### config.mk
export PLATFORM = sky130hd
export DESIGN_NAME = urv_divide_flat
export DESIGN_NICKNAME = d
export VERILOG_FILES = /design/src/rtl/urv_divide_if.sv /design/src/rtl/urv_divide.sv /design/src/flat_wrapper.sv
export SDC_FILE = /design/constraint.sdc
export NUM_CORES = 1
export LEC_CHECK = 0
export BUFFER_PORTS_ARGS = -buffer_cell sky130_fd_sc_hd__buf_2
export CORE_ASPECT_RATIO = 1.5
export CORE_MARGIN = 3
export CORE_UTILIZATION = 35
export CTS_CLUSTER_DIAMETER = 100
export DETAILED_ROUTE_END_ITERATION = 16
export GPL_ROUTABILITY_DRIVEN = 1
export SYNTH_ARGS = -nofsm -noshare
export SYNTH_HDL_FRONTEND = slang
export SYNTH_SLANG_ARGS = --single-unit
### constraint.sdc
create_clock -name clk_i -period 4.1 [get_ports clk_i]
set_input_delay 0.615 -clock clk_i [delete_from_list [all_inputs] [get_ports clk_i]]
set_output_delay 0.615 -clock clk_i [all_outputs]
set_load 0.005 [all_outputs]
### src/rtl/urv_divide_if.sv
// Request/result bundle between the execute stage and the iterative divider.
// master drives the request and slave returns busy, done and the result.
interface urv_divide_if;
    logic        start_i;
    logic        kill_i;
    logic [31:0] d_rs1_i;
    logic [31:0] d_rs2_i;
    logic [2:0]  d_fun_i;
    logic        busy_o;
    logic        done_o;
    logic [31:0] w_rd_o;

    modport master (
        output start_i, kill_i, d_rs1_i, d_rs2_i, d_fun_i,
        input  busy_o, done_o, w_rd_o
    );

    modport slave (
        input  start_i, kill_i, d_rs1_i, d_rs2_i, d_fun_i,
        output busy_o, done_o, w_rd_o
    );
endinterface

### src/rtl/urv_divide.sv
// RV32M DIV/DIVU/REM/REMU as a restoring radix-2 divider on operand magnitudes.
// Fixed 33-cycle latency from the accepting edge to the done_o cycle.
module urv_divide (
    input  logic         clk_i,
    input  logic         rst_n_i,
    urv_divide_if.slave  bus
);
    typedef enum logic [1:0] {IDLE, CALC, FIX} state_t;

    state_t      r_state;
    logic [4:0]  r_cnt;
    logic [32:0] r_rem;
    logic [31:0] r_quo;
    logic [31:0] r_dvs;
    logic [31:0] r_rs1;
    logic        r_is_rem;
    logic        r_qsgn;
    logic        r_rsgn;
    logic        r_dz;
    logic        r_busy;
    logic        r_done;
    logic [31:0] r_rd;

    logic        w_uns;
    logic        w_accept;
    logic [31:0] w_abs1;
    logic [31:0] w_abs2;
    logic [33:0] w_shift;
    logic [33:0] w_diff;
    logic [31:0] w_q_fin;
    logic [31:0] w_r_fin;

    assign w_uns    = bus.d_fun_i[0];
    assign w_accept = bus.start_i && bus.d_fun_i[2] && !bus.kill_i;
    assign w_abs1   = (!w_uns && bus.d_rs1_i[31]) ? (~bus.d_rs1_i + 32'd1) : bus.d_rs1_i;
    assign w_abs2   = (!w_uns && bus.d_rs2_i[31]) ? (~bus.d_rs2_i + 32'd1) : bus.d_rs2_i;

    // r_quo starts as the dividend magnitude; its MSB feeds the remainder
    // while quotient bits shift in at the bottom.
    assign w_shift  = {r_rem, r_quo[31]};
    assign w_diff   = w_shift - {2'b00, r_dvs};

    assign w_q_fin  = r_qsgn ? (~r_quo + 32'd1) : r_quo;
    assign w_r_fin  = r_rsgn ? (~r_rem[31:0] + 32'd1) : r_rem[31:0];

    always_ff @(posedge clk_i or negedge rst_n_i) begin
        if (!rst_n_i) begin
            r_state  <= IDLE;
            r_cnt    <= 5'd0;
            r_rem    <= 33'd0;
            r_quo    <= 32'd0;
            r_dvs    <= 32'd0;
            r_rs1    <= 32'd0;
            r_is_rem <= 1'b0;
            r_qsgn   <= 1'b0;
            r_rsgn   <= 1'b0;
            r_dz     <= 1'b0;
            r_busy   <= 1'b0;
            r_done   <= 1'b0;
            r_rd     <= 32'd0;
        end else begin
            r_done <= 1'b0;
            case (r_state)
                IDLE: begin
                    if (w_accept) begin
                        r_state  <= CALC;
                        r_busy   <= 1'b1;
                        r_is_rem <= bus.d_fun_i[1];
                        r_quo    <= w_abs1;
                        r_dvs    <= w_abs2;
                        r_rs1    <= bus.d_rs1_i;
                        r_qsgn   <= !w_uns && (bus.d_rs1_i[31] ^ bus.d_rs2_i[31]);
                        r_rsgn   <= !w_uns && bus.d_rs1_i[31];
                        r_dz     <= (bus.d_rs2_i == 32'd0);
                        r_rem    <= 33'd0;
                        r_cnt    <= 5'd31;
                    end
                end
                CALC: begin
                    if (bus.kill_i) begin
                        r_state <= IDLE;
                        r_busy  <= 1'b0;
                    end else begin
                        if (!w_diff[33]) begin
                            r_rem <= w_diff[32:0];
                            r_quo <= {r_quo[30:0], 1'b1};
                        end else begin
                            r_rem <= w_shift[32:0];
                            r_quo <= {r_quo[30:0], 1'b0};
                        end
                        r_cnt <= r_cnt - 5'd1;
                        if (r_cnt == 5'd0) r_state <= FIX;
                    end
                end
                FIX: begin
                    r_state <= IDLE;
                    r_busy  <= 1'b0;
                    if (!bus.kill_i) begin
                        r_done <= 1'b1;
                        // Divide by zero bypasses the sign fix-up entirely.
                        if (r_dz) r_rd <= r_is_rem ? r_rs1 : 32'hFFFF_FFFF;
                        else      r_rd <= r_is_rem ? w_r_fin : w_q_fin;
                    end
                end
                default: begin
                    r_state <= IDLE;
                    r_busy  <= 1'b0;
                end
            endcase
        end
    end

    assign bus.busy_o = r_busy;
    assign bus.done_o = r_done;
    assign bus.w_rd_o = r_rd;
endmodule

### src/flat_wrapper.sv
// flat-port wrapper written by rule: the top's interface ports become plain ports
module urv_divide_flat 
  (clk_i, rst_n_i, bus_start_i, bus_kill_i, bus_d_rs1_i, bus_d_rs2_i, bus_d_fun_i, bus_busy_o, bus_done_o, bus_w_rd_o);
  urv_divide_if bus_i ();
  input  logic clk_i;
  input  logic rst_n_i;
  input wire logic [$bits(bus_i.start_i)-1:0] bus_start_i;
  input wire logic [$bits(bus_i.kill_i)-1:0] bus_kill_i;
  input wire logic [$bits(bus_i.d_rs1_i)-1:0] bus_d_rs1_i;
  input wire logic [$bits(bus_i.d_rs2_i)-1:0] bus_d_rs2_i;
  input wire logic [$bits(bus_i.d_fun_i)-1:0] bus_d_fun_i;
  output wire logic [$bits(bus_i.busy_o)-1:0] bus_busy_o;
  output wire logic [$bits(bus_i.done_o)-1:0] bus_done_o;
  output wire logic [$bits(bus_i.w_rd_o)-1:0] bus_w_rd_o;
  assign bus_i.start_i = bus_start_i;
  assign bus_i.kill_i = bus_kill_i;
  assign bus_i.d_rs1_i = bus_d_rs1_i;
  assign bus_i.d_rs2_i = bus_d_rs2_i;
  assign bus_i.d_fun_i = bus_d_fun_i;
  assign bus_busy_o = bus_i.busy_o;
  assign bus_done_o = bus_i.done_o;
  assign bus_w_rd_o = bus_i.w_rd_o;
  urv_divide u_core (.clk_i(clk_i), .rst_n_i(rst_n_i), .bus(bus_i));
endmodule
* Word level (Yosys, flattened, before mapping) *
Cells that the tools add are included.

storage, ports and cells
  word-level logic and storage cells = 74
  register bits after elaboration = 174
  input port bits = 71
  output and inout port bits = 34

cells by class
  reductions and logical operators = 16
  multiplexer cells = 27
  $add $sub $neg = 6
  bitwise gates (word level) = 6
  eq/ne operators = 6

operators with widths
  cell                                                                   number
  32-bit 2-to-1 mux                                                      9
  32-bit by 1-bit adder with 32-bit output, second input constant        4
  32-bit inverter                                                        4
  33-bit 2-to-1 mux                                                      3
  33-bit case mux with 2 select lines                                    1
  32-bit case mux with 2 select lines                                    1
  34-bit by 32-bit subtractor with 34-bit output                         1
  32-bit logical NOT                                                     1
  5-bit 2-to-1 mux                                                       2
  5-bit case mux with 2 select lines                                     1
  2-bit AND reduction                                                    4
  2-bit 2-to-1 mux                                                       3
  1-bit logical AND                                                      5
  5-bit logical NOT                                                      1
  1-bit 2-to-1 mux                                                       5
  5-bit by 1-bit subtractor with 5-bit output, second input constant     1
  2-bit != test, second input constant                                   2
  2-bit case mux with 2 select lines                                     1
  3-bit by 2-bit != test with 1-bit output, second input constant        1
  3-bit AND reduction                                                    1
  2-bit by 1-bit equality test with 1-bit output, second input constant  1
  2-bit equality test, second input constant                             1
  1-bit logical NOT                                                      2
  2-bit logical NOT                                                      1
  other kinds (5)                                                        5

* Logic depth before layout (Yosys ltp) *
  word-level depth = 5
  mapped depth = 14
  gate-level depth less buffers = 13

* Least setup slack after synthesis *
No wires, ideal clock.

  kind = in2reg
  from = input bus_d_rs2_i[8]
  to = register u_core.r_dvs[28]
  cell stages on the path = 9
  path buffers = 0
  slack = 901 ps
  library setup time = 129 ps
  data arrival time = 3,070 ps
  data required time = 3,971 ps
  path through = or4_4 > or4_4 > nor3_4 > nand2_2 > or3_1 > or4_4 > o31ai_4 > xor2_1 > o21ai_1

between the ends
  cells in the longest elaborated chain, start to end = 3

RTL lines
  item                                      line                source
  start, declared                           flat_wrapper.sv:10  input wire logic [$bits(bus_i.d_rs2_i)-1:0] bus_d_rs2_i;
  32-bit inverter                           urv_divide.sv:36    assign w_abs2 = (!w_uns && bus.d_rs2_i[31]) ? (~bus.d_rs2_i + 32'd1) : bus.d_rs2_i;
  32-bit by 1-bit adder with 32-bit output  urv_divide.sv:36
  32-bit 2-to-1 mux                         urv_divide.sv:36
  end signal, assigned                      urv_divide.sv:70    r_dvs <= w_abs2;
  end, declared                             urv_divide.sv:14    logic [31:0] r_dvs;

Every way passes these cells.
A chain may end at the register's enable or synchronous reset.

* Worst setup path in the final report *
  from = register u_core.r_rem[0]
  to = register u_core.r_rem[2]

between the ends
  cells in the longest elaborated chain, start to end = 4

RTL lines
  item                                            line              source
  start, declared                                 urv_divide.sv:12  logic [32:0] r_rem;
  start signal, assigned                          urv_divide.sv:85  r_rem <= w_diff[32:0];
  start signal, assigned                          urv_divide.sv:88  r_rem <= w_shift[32:0];
  34-bit by 32-bit subtractor with 34-bit output  urv_divide.sv:41  assign w_diff = w_shift - {2'b00, r_dvs};
  33-bit 2-to-1 mux                               urv_divide.sv:84  if (!w_diff[33]) begin
  33-bit 2-to-1 mux                               urv_divide.sv:80  if (bus.kill_i) begin
  33-bit case mux with 2 select lines             urv_divide.sv:63  case (r_state)

Every way passes these cells. The select of a mux whose other input is x is not followed.

==> flow_summary_export.csv <==
group,metric,value,unit
cts,clk_pin_slew_worst_paths,70,ps
floorplan,ios,105,
sta,fmax,271,MHz
floorplan,rows,82,
sta,worstMarginPinSlew,1160,ps
global_routing,antenna_found_initial,0,
floorplan,core,0.0337,mm²
power,leakage,5.92,nW
setup_path,max_stage_delay,810,ps
sta,drv_slew,0,
setup_path,crit_slowest_cell,"and2_1",
cts,post_cts_buffers,0,
route,via_per_inst,5.52,
setup_path,worst-setup-path-type,"reg -> reg",
setup_path,crit_path_cell_trace,"ha_1 > nor2b_1 > o2111ai_1 > nand2_1 > a32oi_1 > o41a_1 > a211oi_1 > or3_1 > and2_1 > o311ai_0",
yosys,synthTopCellsByArea,"dfrtp_1, nand2_1, o21ai_0",
layout,multi_input_area,0.00717,mm²
route,drtPass1Iterations,5,
global_routing,grt_overflow,0,
yosys,yosys.area.top_type_share,36.2,%
sta,setup-violations-final,0,
setup_path,cp_max_fo,27,
setup_path,required,4380,ps
setup_path,critPathArrivalTime,3970,ps
placement,io_buffers,104,
yosys,synth_top_flop_cell,"dfrtp_1",
sta,min_period,3690,ps
layout,area_delta_synth_final,12.5,%
placement,place_congestion,0.874,
sta,rsz0062_at_grt,"false",
floorplan,die_h,233,µm
floorplan,die_area,0.0367,mm²
route,vias,11000,
yosys,yosys_warnings,0,
layout,diodes,0,
yosys,synth_area_leader_cell,"dfrtp_1",
yosys,yosysSeqAreaShare,36.2,%
cts,cts_num_sinks,174,
sta,finalClockSkew,10.7,ps
sta,finalHoldViolations,0,
route,drc,0,
power,peakVddDrop,0.277,mV
cts,cts_buffer_depth,2,
layout,drive_gt1_share,11.3,%
cts,clk_root_buffer_cell,"clkbuf_16",
sta,fin_tns_setup,0,ps
global_routing,grt_usage,19.3,%
job,cap_violations,0,
global_routing,grt_first_pass_wirelength,56.5,mm
route,routedWlPerCell,17.5,µm
placement,dpl_cell_area,0.0129,mm²
floorplan,fp.dieW,157,µm
min_path,hold_class,"in -> async",
setup_path,end_kind,"flip-flop",
yosys,synth.most_common_cell,"nand2_1",
placement,dp.final_hpwl,26.0,mm
yosys,synth.distinct_cells,67,
global_routing,grt_start_max_net_pins,119,
route,drtIter0Drc,705,
power,power_density,615,mW/mm²
yosys,synth.avg_cell_area,7.98,µm²
cts,cts_resized,0,
outcome,run_status,"finished, final reports clean",
yosys,async_flop_share,100,%
cts,cts_tree,"done",
layout,fillerInstances,3459,
global_routing,first_global_vias,10800,
layout,seq_area,0.00435,mm²
setup_path,startpoint_type,"flip-flop",
layout,fin_nets,1668,
yosys,synth_common_cells,"nand2_1, dfrtp_1, o21ai_0",
sta,min_period_over_period,90.1,%
cts,cts_max_level,4,
setup_path,reg2reg_depth,10,
route,ant_nets,0,
sta,max_slew_margin,22.5,%
layout,finalInstanceArea,0.0135,mm²
cts,hold_buffers,0,
cts,numCtsBuffers,17,
yosys,syn_nets,1618,
layout,final_core_util,40.2,%
yosys,synth_area,0.0120,mm²
yosys,synth_cells,1508,
floorplan,initial_utilization,35.7,%
yosys,synth_edf_count,0,
route,wirelength,34.9,mm
cts,clock_latency,460,ps
sta,timing.hold.ws,104,ps
yosys,ys_ff_latch,174,
## area by class of cell
class                           count  area share [%]
Inverter                           56            1.55
Clock buffer                       19            3.27
Clock inverter                     13            1.16
Multi-Input combinational cell   1189            53.0
Sequential cell                   174            32.2
Timing Repair Buffer              120            4.97
Tap cell                          420            3.88
## where the power goes
group	internal (W)	total [W]	leakage, nW	switching (W)
logic	0.00160	0.00401	3.40	0.00241
clock network	0.000928	0.00169	0.287	0.000761
registers	0.00208	0.00262	2.24	0.000541
total	0.00461	0.00832	5.92	0.00371
## through the flow
step / power (W) / setup slack [ps] / cells
2_1_floorplan: 0.00554 / 901 / 1508
3_3_place_gp: 0.00656 / 237 / 1959
3_5_place_dp: 0.00663 / 225 / 1959
4_1_cts: 0.00836 / 364 / 1991
5_1_grt: 0.00898 / 120 / 1991
6_report: 0.00832 / 407 / 1991
## path summary, 6_finish.rpt
check	from	end	slack, ps
worst max-delay path	u_core.r_rem[0]	u_core.r_rem[2]	410
worst min-delay path	rst_n_i	u_core.r_dvs[29]	100
worst max register to register	u_core.r_rem[0]	u_core.r_rem[2]	410
worst min register to register	u_core.bus.w_rd_o[17]	u_core.bus.w_rd_o[17]	480
max in group asynchronous	rst_n_i	u_core.r_rem[5]	2960
min in group clk_i	bus_d_rs1_i[5]	u_core.r_rs1[5]	410
## layout by cell type (no fill, tap or decap), drive strengths merged, types with 10 or more instances in the layout
cell type  count
nand2        311
dfrtp        174
o21ai        151
buf          120
nor2          91
a21oi         90
xnor2         77
xor2          65
inv           58
nand4         40
ha            38
o211ai        35
o31ai         29
nor3          22
a21o          21
nand3         19
clkbuf        19
mux2i         18
or3           17
or4           17
o41ai         15
o22ai         14
nand2b        12
a221oi        10
nor4          10
## state kept, by name, indices dropped and copies added (netlist names)
signal / flops
u_core.r_quo: 32
u_core.r_is_rem: 1
u_core.r_rem: 33
u_core.bus.done_o: 1
u_core.r_rs1: 32
u_core.r_qsgn: 1
u_core.r_cnt: 5
u_core.bus.w_rd_o: 32
u_core.bus.busy_o: 1
u_core.r_dvs: 32
u_core.r_rsgn: 1
u_core.r_state: 2
u_core.r_dz: 1
## worst max-delay path, delay by kind of cell, from the launching register on
kind	cells	cell delay, ps
adder cells (fa/ha/maj)	1	310
AND/OR/NAND/NOR	4	1330
AO/OA/AOI/OAI	5	1420
flip-flops	1	460
## cells by family after synthesis
logic type	Yosys count	synth area share, %
AND/OR/NAND/NOR	571	21.5
AO/OA/AOI/OAI	418	21.7
flip-flops	174	36.2
buffers and inverters	145	4.52
XOR/XNOR	142	10.3
adder cells (fa/ha/maj)	39	4.12
multiplexers	19	1.59
## routing by layer
layer / track usage (%) / vias up / wire length, µm
li1: - / 5420 / -
met1: 23.4 / 5216 / 14700
met2: 33.4 / 286 / 17600
met3: 3.11 / 73 / 1450
met4: 8.39 / 0 / 1260
met5: 0 / - / 0
Note: power is estimated with default switching activity, not from simulation.
